$ cat config.mk
export PLATFORM = sky130hd
export DESIGN_NAME = muldiv_unit
export DESIGN_NICKNAME = d
export VERILOG_FILES = /design/src/rtl/muldiv_unit.sv
export SDC_FILE = /design/constraint.sdc
export NUM_CORES = 1
export LEC_CHECK = 0
export ABC_AREA = 1
export CORE_MARGIN = 1.5
export CORE_UTILIZATION = 25
export DETAILED_ROUTE_END_ITERATION = 16
export GPL_ROUTABILITY_DRIVEN = 0
export PLACE_DENSITY_LB_ADDON = 0.12
export SLEW_MARGIN = 20
export SYNTH_ARGS = -nofsm -noshare
export SYNTH_HDL_FRONTEND = slang
export SYNTH_SLANG_ARGS = --single-unit
$ cat constraint.sdc
create_clock -name clock -period 4.63 [get_ports clock]
set_clock_uncertainty 0.2 [all_clocks]
set_input_delay 0.926 -clock clock [delete_from_list [all_inputs] [get_ports clock]]
set_output_delay 0.926 -clock clock [all_outputs]
set_load 0.005 [all_outputs]
$ cat src/rtl/muldiv_unit.sv
// Iterative multiply/divide unit producing the HI/LO pair, one result bit per clock.
// Shift-add multiply and restoring divide run on operand magnitudes; signs are fixed up at completion.
module muldiv_unit #(
   parameter int WIDTH = 32
) (
   input  logic             clock,
   input  logic             reset,
   input  logic             start,
   input  logic [1:0]       op,
   input  logic [WIDTH-1:0] operand_a,
   input  logic [WIDTH-1:0] operand_b,
   input  logic             hi_we,
   input  logic             lo_we,
   input  logic [WIDTH-1:0] hi_in,
   input  logic [WIDTH-1:0] lo_in,
   output logic             busy,
   output logic             done,
   output logic             div_by_zero,
   output logic [WIDTH-1:0] hi_out,
   output logic [WIDTH-1:0] lo_out
);

   localparam int CW = (WIDTH > 1) ? $clog2(WIDTH) : 1;

   localparam logic [1:0] IDLE = 2'd0;
   localparam logic [1:0] RUN  = 2'd1;
   localparam logic [1:0] DONE = 2'd2;

   logic [1:0]         state;
   logic [CW-1:0]      count;
   logic               is_div;
   logic               neg_lo;   // negate product (mul) or quotient (div)
   logic               neg_hi;   // negate remainder
   logic               dbz;
   logic [WIDTH-1:0]   opnd;     // multiplicand (mul) or divisor (div)
   logic [2*WIDTH-1:0] acc;      // {partial product, multiplier} or {remainder, quotient}

   logic               a_neg, b_neg;
   logic [WIDTH-1:0]   abs_a, abs_b;
   logic [WIDTH:0]     sum;
   logic [WIDTH:0]     shifted;
   logic               fits;
   logic [WIDTH-1:0]   diff;
   logic [2*WIDTH-1:0] acc_next;
   logic [2*WIDTH-1:0] prod;
   logic [WIDTH-1:0]   quo, rem;
   logic [WIDTH-1:0]   hi_res, lo_res;

   // op[0]=0 selects the signed variants (MULT, DIV).
   assign a_neg = ~op[0] & operand_a[WIDTH-1];
   assign b_neg = ~op[0] & operand_b[WIDTH-1];
   assign abs_a = a_neg ? -operand_a : operand_a;
   assign abs_b = b_neg ? -operand_b : operand_b;

   // NOTE: every always_comb output gets a value on every path, so no latch is inferred.
   always_comb begin
      sum     = {1'b0, acc[2*WIDTH-1:WIDTH]} + (acc[0] ? {1'b0, opnd} : '0);
      shifted = {acc[2*WIDTH-1:WIDTH], acc[WIDTH-1]};
      fits    = shifted >= {1'b0, opnd};
      // When the divisor fits, the true difference is below opnd, so WIDTH bits suffice.
      diff    = shifted[WIDTH-1:0] - opnd;
      if (is_div)
         acc_next = {(fits ? diff : shifted[WIDTH-1:0]), acc[WIDTH-2:0], fits};
      else
         acc_next = {sum, acc[WIDTH-1:1]};
   end

   always_comb begin
      prod = neg_lo ? -acc_next : acc_next;
      quo  = acc_next[WIDTH-1:0];
      rem  = acc_next[2*WIDTH-1:WIDTH];
      if (is_div) begin
         lo_res = neg_lo ? -quo : quo;
         hi_res = neg_hi ? -rem : rem;
      end else begin
         lo_res = prod[WIDTH-1:0];
         hi_res = prod[2*WIDTH-1:WIDTH];
      end
   end

   // NOTE: sequential state uses non-blocking assignments so every register samples pre-edge values.
   always_ff @(posedge clock or negedge reset) begin
      if (!reset) begin
         state  <= IDLE;
         count  <= '0;
         is_div <= 1'b0;
         neg_lo <= 1'b0;
         neg_hi <= 1'b0;
         dbz    <= 1'b0;
         opnd   <= '0;
         acc    <= '0;
         hi_out <= '0;
         lo_out <= '0;
      end else begin
         case (state)
            IDLE, DONE: begin
               if (hi_we) hi_out <= hi_in;
               if (lo_we) lo_out <= lo_in;
               if (start) begin
                  state  <= RUN;
                  count  <= CW'(WIDTH - 1);
                  is_div <= op[1];
                  neg_lo <= a_neg ^ b_neg;
                  neg_hi <= op[1] & a_neg;
                  dbz    <= op[1] & (operand_b == '0);
                  opnd   <= op[1] ? abs_b : abs_a;
                  acc    <= {{WIDTH{1'b0}}, (op[1] ? abs_a : abs_b)};
               end else begin
                  state <= IDLE;
               end
            end
            RUN: begin
               acc <= acc_next;
               if (count != '0) begin
                  count <= count - 1'b1;
               end else begin
                  state <= DONE;
                  // A zero divisor leaves HI/LO untouched; only the flag reports it.
                  if (!dbz) begin
                     hi_out <= hi_res;
                     lo_out <= lo_res;
                  end
               end
            end
            default: state <= IDLE;
         endcase
      end
   end

   assign busy        = (state == RUN);
   assign done        = (state == DONE);
   assign div_by_zero = (state == DONE) & dbz;

endmodule

; ---- After elaboration in Yosys (flattened, before gate mapping)
; Cells that the tools add are included.
[word_totals]
regBits = 171
latchBits = 0
ramBits = 0
rom_bits = 0
in_bits = 135
out_inout_bits = 67
word_cells = 72
mem_count = 0
[classes]
addsub = 8
mul = 0
n_div = 0
magnitude_cmp = 1
eq_ne = 8
shift = 0
muxes = 28
bitwise_logic = 7
n_reduce_logical = 10
[op_table]
columns = operator, n
row1 = 2-to-1 mux 32 bit, 16
row2 = 2-to-1 mux 64 bit, 3
row3 = negator 32 bit, 4
row4 = one-hot mux 32 bit (2 select lines), 2
row5 = one-hot mux 64 bit (2 select lines), 1
row6 = negator 64 bit, 1
row7 = adder 32 x 32 -> 33 bit, 1
row8 = greater-or-equal comparator 33 x 32 -> 1 bit, 1
row9 = logical NOT 32 bit, 1
row10 = subtractor 32 bit, 1
row11 = 2-to-1 mux 5 bit, 2
row12 = "inequality test 2 bit, second input constant", 5
row13 = one-hot mux 5 bit (2 select lines), 1
row14 = AND reduction 4 bit, 2
row15 = bitwise AND 1 bit, 5
row16 = nonzero test 5 bit, 1
row17 = "subtractor 5 x 1 -> 5 bit, second input constant", 1
row18 = one-hot mux 2 bit (2 select lines), 1
row19 = AND reduction 2 bit, 2
row20 = AND reduction 3 bit, 1
row21 = "equality test 2 x 1 -> 1 bit, second input constant", 1
row22 = "equality test 2 bit, second input constant", 1
row23 = logical NOT 2 bit, 1
row24 = 2-to-1 mux 2 bit, 1
row25 = other kinds (6), 6

; ---- Depth between registers and ports, before layout
; Gate-level depths: netlist (run 1).
[logic_depth]
word_depth = 9
ltp_mapped = 33
depth_no_buf = 31

; ---- Worst setup path after synthesis (run 1)
; Ideal clock, no wire load.
[synth_path]
path_type = reg-to-reg
startpoint = register acc[39]
endpoint = register hi_out[22]
setup_ns = 0.116
arrival_ns = 3.567
required_time_ns = 4.314
slack_ns = 0.746
path_stages_with_launch = 33
n_path_buf = 2
period_less_slack_ns = 3.884
path_cell_list = dfrtp_1 ha_1 nand2_2 inv_2 nand2_1 nand2_1 inv_2 nand3_2 nand2_2 nand2_2 nand2_2 buf_6 buf_12 nand3_2 o21ai_4 ha_1 nand2_1 nor2_2 nand4_2 nor2_4 nand4_2 nor2_4 nand3_2 nor2_2 nand3_1 a21oi_4 o21ai_1 nand2_1 nand2_1 nand2_1 nand2_1 nand2_1 nand2_1
[synth_between]
elab_chain_cells = 9
elab_cells_between_ends = 13
cone_classes = add/sub (4) / order compare (1) / mux (8)
[synth_lines]
columns = item, line
row1 = "start, declared", 36  ; logic [2*WIDTH-1:0] acc;
row2 = "start signal, assigned", 107  ; acc <= {{WIDTH{1'b0}}, (op[1] ? abs_a : abs_b)};
row3 = "start signal, assigned", 113  ; acc <= acc_next;
row4 = subtractor 32 bit / greater-or-equal comparator 33 x 32 -> 1 bit (equally long branches), "61, 59"
row5 = 2-to-1 mux 32 bit, 63  ; acc_next = {(fits ? diff : shifted[WIDTH-1:0]), acc[WIDTH-2:0], fits};
row6 = 2-to-1 mux 64 bit *, 62  ; if (is_div)
row7 = negator 64 bit / negator 32 bit (equally long branches), "69, 74"
row8 = 2-to-1 mux 64 bit / 2-to-1 mux 32 bit (equally long branches), "69, 74"
row9 = 2-to-1 mux 32 bit *, 72  ; if (is_div) begin
row10 = 2-to-1 mux 32 bit *, 119  ; if (!dbz) begin
row11 = 2-to-1 mux 32 bit *, 114  ; if (count != '0) begin
row12 = one-hot mux 32 bit (2 select lines) *, 95  ; case (state)
row13 = "end signal, assigned", 97  ; if (hi_we) hi_out <= hi_in;
row14 = "end signal, assigned", 120  ; hi_out <= hi_res;
row15 = "end, declared", 19  ; output logic [WIDTH-1:0] hi_out,
; Every way passes the cells marked *; elsewhere a longest branch is shown, timed or not. The select of a mux whose other input is x is not followed.
; A chain may end at the register's enable or synchronous reset.

; ---- Final worst setup path (run 1)
[layout_path]
startpoint = register opnd[21]
endpoint = register hi_out[18]
[layout_between]
elab_chain_cells = 9
elab_cells_between_ends = 11
cone_classes = add/sub (2) / order compare (1) / mux (8)
[layout_lines]
columns = item, line
row1 = "start, declared", 35  ; logic [WIDTH-1:0] opnd;
row2 = "start signal, assigned", 106  ; opnd <= op[1] ? abs_b : abs_a;
row3 = greater-or-equal comparator 33 x 32 -> 1 bit *, 59  ; fits = shifted >= {1'b0, opnd};
row4 = 2-to-1 mux 32 bit, 63
row5 = 2-to-1 mux 64 bit *, 62
row6 = negator 64 bit / negator 32 bit (equally long branches), "69, 74"
row7 = 2-to-1 mux 64 bit / 2-to-1 mux 32 bit (equally long branches), "69, 74"
row8 = 2-to-1 mux 32 bit *, 72
row9 = 2-to-1 mux 32 bit *, 119
row10 = 2-to-1 mux 32 bit *, 114
row11 = one-hot mux 32 bit (2 select lines) *, 95
; Marks and branches as above.

==> results.md, run 1 <==
* Outcome: finished clean
* Commonest non-fill, non-tap cell in the layout: nand2_1
* HPWL after detailed placement at between 70 and 80 mm
* Syn_area_per_cell at 6.01 µm²
* CP startpoint kind: flop
* Top-Level Pins at 202
* TritonCTS clock tree: done
* Ys flop type: dfrtp_1
* WS Path Type: flop to flop
* CP Max Fanout at 6
* Worst Setup EP: hi_out[18]$_DFFE_PN0P_
* Number of synthesized flops with an enable pin at 0
* Hold Crit Class: input pin to async pin
* Final setup fails at 0
* Cell repeated most along the worst path: nor2_4
* Reg2reg path depth at 27
* Fillers at around 8000
* Period utilization at a little over nine tenths
* DR iter-0 viols at between 1500 and 2000
* Sequential area share after synthesis at 23.9%
* FF/Latch Area at 4280 µm²
* Die height at 271 µm
* Nets at ~3400
* Worst slew margin relative to its limit at 25.1%
* DR vias at around 21000
* Multi-input logic area at 11600 µm²
* Mapped cell area at around 18000 µm²
* Yosys cell types at between 50 and 60
* Leading area contributor after synthesis: dfrtp_1
* Via density per instance at ~5.0
* CP max-delay cell: dfrtp_1
* R2r startpoint: opnd[21]$_DFFE_PN0P_
* Largest net degree at the start of global routing at 75
* H-tree depth at 4
* Num CTS Buffers at 17
* First-pass GRT wire length at 130 mm
* MaxCap Viol Count at 0
* Critical Path AT at approximately 4.6 ns
* Fmax at about 230 MHz
* CP required at between 4 and 5 ns
* Layout cells sized above 1 at approximately 8.6%
* Initial Utilization at roughly a quarter
* Critical Path Max Stage Delay at just under 0.4 ns
* Worst-Margin Slew at 1.11 ns
* Rows at 97
* Clk sinks at around 170
* Routed length per instance at around 21 µm
* Area Overhead vs Synth at 23.3%
* Total global-route track usage at 23.6%
* Dominant cells by area after synthesis: dfrtp_1 (24%), nand2_1 (20%), inv_1 (8.5%)
* Vias in the first global route at roughly 20000
* Crit path launch: opnd[21]$_DFFE_PN0P_
* Core Area at 70400 µm²
* Synth Register Bits at 171
* Most frequent cells in the layout: nand2_1 (958), inv_1 (406), nor2_1 (312), clkdlybuf4s50_1 (200), nand3_1 (194)
* Count of pins over their slew limit at 0
* WL final at 87.2 mm
* Initial antenna violation count at 3
* Cell area after layout at around 22000 µm²
* Syn nets at roughly 3200
* Die area at 73200 µm²
* Worst R2R End: hi_out[18]$_DFFE_PN0P_
* Synth warnings at 0
* Crit path capture type: flop
* Placed instance area at around 21000 µm²
* FFs w/ async S/R, synth at 100%
* Final TNS setup at 0 ns
* Clock buffer depth at 2
* Mapped Cells at about 3000
* Top cell type's share of synthesized area at between 20% and 30%
* CTS root buf: clkbuf_16
* Final Hold Viols at 0
* Tmin final at about 4.3 ns
* RSZ-0062 raised after global routing: no
* Reg clk slew, reported paths at 0.09 ns
* Die X at 271 µm
* R2R setup slack at 0.29 ns
* Buffers on Ports at roughly 200
* Routed Antenna Nets at 0
* DRT Pass-1 Iters at 5
* Grt ovf at 0
* DR DRC count at 0
* Latest clock arrival within the worst-skew pair at 0.51 ns
## cell type report
type / count / share of cell area (%)
clock inverters: 14 / 0.658
well taps: 940 / 5.33
clock buffers: 18 / 1.99
multi-input cells: 2278 / 52.7
diodes: 1 / 0.0113
inverters: 426 / 7.25
repair buffers: 297 / 12.6
flip-flops and latches: 171 / 19.4
## cells by family after synthesis
group	synth area share, %
buffers and inverters	11.8
AO/OA/AOI/OAI	14.7
flip-flops	23.9
adder cells (fa/ha/maj)	5.12
AND/OR/NAND/NOR	40.3
XOR/XNOR	4.21
## worst max-delay path: cells and delay by family, from the launching register on
family,cells,cell delay (ns)
buffers and inverters,2,0.31
AO/OA/AOI/OAI,4,0.67
AND/OR/NAND/NOR,19,2.20
adder cells (fa/ha/maj),2,0.48
flip-flops,1,0.39
## sequential cells by signal, summed over array words and instances, names as in the netlist
signal and flops:
lo_out 32, opnd 32, count 5, state 2, is_div 1, neg_hi 1, dbz 1, hi_out 32
acc 64, neg_lo 1
## through the flow
stage	utilization (%)	setup slack [ns]	instances	hold slack [ns]
after floorplan	-	0.746	2977	0.257
after global placement	30.3	-0.0604	4109	0.274
after detailed placement	30.3	-0.0650	4109	0.269
after CTS	31.2	0.0834	4141	0.234
after global routing	31.3	0.0163	4144	0.243
final	31.3	0.286	4145	0.219
## worst min-delay path by stage
| stage | start | to | cells past startpoint |
|---|---|---|---|
| CTS | reset | lo_out[12]$_DFFE_PN0P_ | 1 |
| floorplan | count[4]$_DFFE_PN0P_ | count[4]$_DFFE_PN0P_ | 1 |
| global placement | lo_out[8]$_DFFE_PN0P_ | lo_out[8]$_DFFE_PN0P_ | 1 |
| global route | reset | lo_out[12]$_DFFE_PN0P_ | 1 |
| finish | reset | lo_out[12]$_DFFE_PN0P_ | 1 |
| detailed placement | hi_out[8]$_DFFE_PN0P_ | hi_out[8]$_DFFE_PN0P_ | 2 |
## routing by layer
layer / up-vias / track usage, % / share of wire, %
met5: - / 0 / 0
met4: 0 / 10.7 / 4.5
met3: 134 / 3.38 / 5.4
met2: 678 / 40.5 / 48
met1: 9779 / 29.2 / 42
li1: 10000 / - / -
## cell usage after synthesis, drive strengths merged, types with 22 or more instances
cell type    n
xor2        55
buf         36
nor3        48
clkbuf      66
a21oi      109
xnor2       31
nand2      988
o21ai      196
nand4       44
o211ai      22
dfrtp      171
inv        421
o221ai      24
nor2       345
ha          70
nand3      213
o22ai       32
## repair_timing
item | in CTS | in global routing
hold buffers | 0 | 0
gates resized for setup | 0 | 20
buffers inserted | 0 | 3
endpoints found under the setup margin | 0 | 15
Power of run 1 is not shown: default switching activity piles up to over one toggle a cycle in this logic, so the estimate is an artifact.
==> run 2: changes to the inputs <==
CTS_CLUSTER_SIZE = 16   (was not set)
GPL_ROUTABILITY_DRIVEN = not set   (was 0)
==> results.md, run 2 (synthesis results as in run 1) <==
* Outcome: finished clean
* Crit path setup slack, layout at 0.259 ns (-0.0278 ns)
* Largest net degree at the start of global routing at 90 (+20%)
* Critical Path AT at 4.58 ns (about the same)
* Tmin final at 4.37 ns (+0.0278 ns)
* Die height at 271 µm (unchanged)
* Worst R2R End: hi_out[31]$_DFFE_PN0P_
* Die area at 73200 µm² (unchanged)
* DRT Pass-1 Iters at 6 (+1)
* Crit path capture type: flop
* Top-Level Pins at 202 (unchanged)
* CTS root buf: clkbuf_16
* Critical Path Max Stage Delay at 0.38 ns (about the same)
* Vias in the first global route at 21000 (+2.2%)
* DR iter-0 viols at 1889 (+12%)
* CP required at 4.84 ns (-0.04 ns)
* HPWL after detailed placement at 75.5 mm (+6.4%)
* Most frequent cells in the layout: nand2_1 (957), inv_1 (406), nor2_1 (314), clkdlybuf4s50_1 (200), nand3_1 (192)
* Max FFs per register at 64 (unchanged)
* Fmax at 229 MHz (-0.64%)
* Clk sinks at 171 (unchanged)
* DR DRC count at 0 (unchanged)
* H-tree depth at 4 (unchanged)
* Buffers on Ports at 201 (unchanged)
* CP Cell Sequence: buf_4 > nand2_1 > inv_1 > ha_1 > a21oi_1 > o21ai_0 > a21oi_1 > nor2_1 > nor2_1 > nand3_1 > nand2_1 > nand2_1 > nand2_1 > nand2_1 > nor2_1 > nand2_1 > nor2_1 > nand2_1 > nand2_1 > nand2_1 > nand3b_1 > nand2_1 > nand2_1 > nand2_1
* MaxCap Viol Count at 0 (unchanged)
* DR vias at 20600 (+0.097%)
* Reg clk slew, reported paths at 0.08 ns (about the same)
* R2R setup slack at 0.26 ns (-0.03 ns)
* Crit path launch: acc[0]$_DFFE_PN0P_
* Clock buffer depth at 2 (unchanged)
* Final Hold Viols at 0 (unchanged)
* Commonest non-fill, non-tap cell in the layout: nand2_1
* Via density per instance at 4.94 (-0.48%)
* Rows at 97 (unchanged)
* Latest clock arrival within the worst-skew pair at 0.52 ns (about the same)
* Fillers at 7943 (-0.45%)
* Hold Crit Class: input pin to async pin
* Worst-Margin Slew at 1.21 ns (+0.0944 ns)
* First-pass GRT wire length at 137 mm (+5.1%)
* Layout cells sized above 1 at 9.39% (+0.78 points)
* Final setup fails at 0 (unchanged)
* Cts-stage hold buffer count at 0 (unchanged)
* CP max-delay cell: dfrtp_1
* TritonCTS clock tree: done
* Routed Antenna Nets at 0 (unchanged)
* Top reg by flops: acc
* Final Core Density at 31.7% (+0.38 points)
* Worst slew margin relative to its limit at 18.7% (-6.4 points)
* Area Overhead vs Synth at 24.8%
* WL final at 92.1 mm (+5.6%)
* Total global-route track usage at 25.1% (+1.5 points)
* Period utilization at 94.4% (+0.60 points)
* CP Max Fanout at 22 (+16)
* Count of pins over their slew limit at 0 (unchanged)
* Routed length per instance at 22.1 µm (+5.0%)
* Initial antenna violation count at 6 (+3)
* Cell repeated most along the worst path: nand2_1
* Nets at 3421 (+0.68%)
* Setup WS pre-CTS at -0.0110 ns (+0.0540 ns)
* Die X at 271 µm (unchanged)
* Grt ovf at 0 (unchanged)
* Reg2reg path depth at 24 (-11%)
* Num CTS Buffers at 17 (unchanged)
* Initial Utilization at 25.4% (unchanged)
* WS Path Type: flop to flop
* Core Area at 70400 µm² (unchanged)
* CP startpoint kind: flop
* R2r startpoint: acc[0]$_DFFE_PN0P_
* Routability cong. at 0.982
run 2: cell count changes in the layout (fill, tap and decap cells not counted), sizes merged:
| cell | change |
|---|---|
| diode | +1 |
| bufinv | +1 |
| buf | +23 |
| clkinvlp | -2 |
| inv | +1 |
run 2: through the flow:
stage                     area (µm²)  hold WS (ns)  TNS [ns]  cells
after global routing           22300         0.293  -0.00325   4167
after detailed placement       21500         0.269   -0.0110   4132
after floorplan                17900         0.257         0   2977
after global placement         21500         0.268         0   4132
after CTS                      22100         0.288         0   4164
final                          22300         0.269         0   4169
run 2: how the worst max path moves through the flow:
stage / endpoint / slack [ns] / depth (start not counted)
2_1_floorplan: hi_out[22]$_DFFE_PN0P_ / 0.75 / 32
3_3_place_gp: opnd[28]$_DFFE_PN0P_ / 0.004 / 17
3_5_place_dp: opnd[28]$_DFFE_PN0P_ / -0.01 / 17
4_1_cts: hi_out[28]$_DFFE_PN0P_ / 0.02 / 30
5_1_grt: hi_out[20]$_DFFE_PN0P_ / -0.003 / 29
6_report: hi_out[31]$_DFFE_PN0P_ / 0.26 / 24
run 2: cell type report:
| class | count | area [µm²] | area share, % |
|---|---|---|---|
| inverters | 426 | 1600 | 7.17 |
| repair buffers | 320 | 2950 | 13.2 |
| clock buffers | 18 | 429 | 1.92 |
| multi-input cells | 2278 | 11700 | 52.5 |
| clock inverters | 14 | 171 | 0.768 |
| flip-flops and latches | 171 | 4280 | 19.2 |
| diodes | 2 | 5.00 | 0.0224 |
| well taps | 940 | 1180 | 5.27 |
run 2: layer usage:
| metal | global-route usage [%] | wire, µm | vias to the layer above |
|---|---|---|---|
| li1 | - | - | 10000 |
| met1 | 31.6 | 39900 | 9861 |
| met2 | 43.8 | 45100 | 608 |
| met3 | 3.23 | 4260 | 102 |
| met4 | 8.59 | 2800 | 0 |
| met5 | 0 | 0 | - |
run 2: repair_timing:
item | 4_1_cts | 5_1_grt
hold endpoints to repair | 0 | 0
resized for setup | 0 | 28
setup buffers | 0 | 3
setup endpoints to repair | 0 | 17
run 2: worst max-delay path, delay by kind of cell, from the launching register on:
kind / cells / cell delay, ns
compound gates: 3 / 1.00
fa+ha+maj: 1 / 0.31
buf+inv: 2 / 0.48
flops: 1 / 0.38
simple gates: 18 / 1.85
Power of run 2 is left out for the same reason.
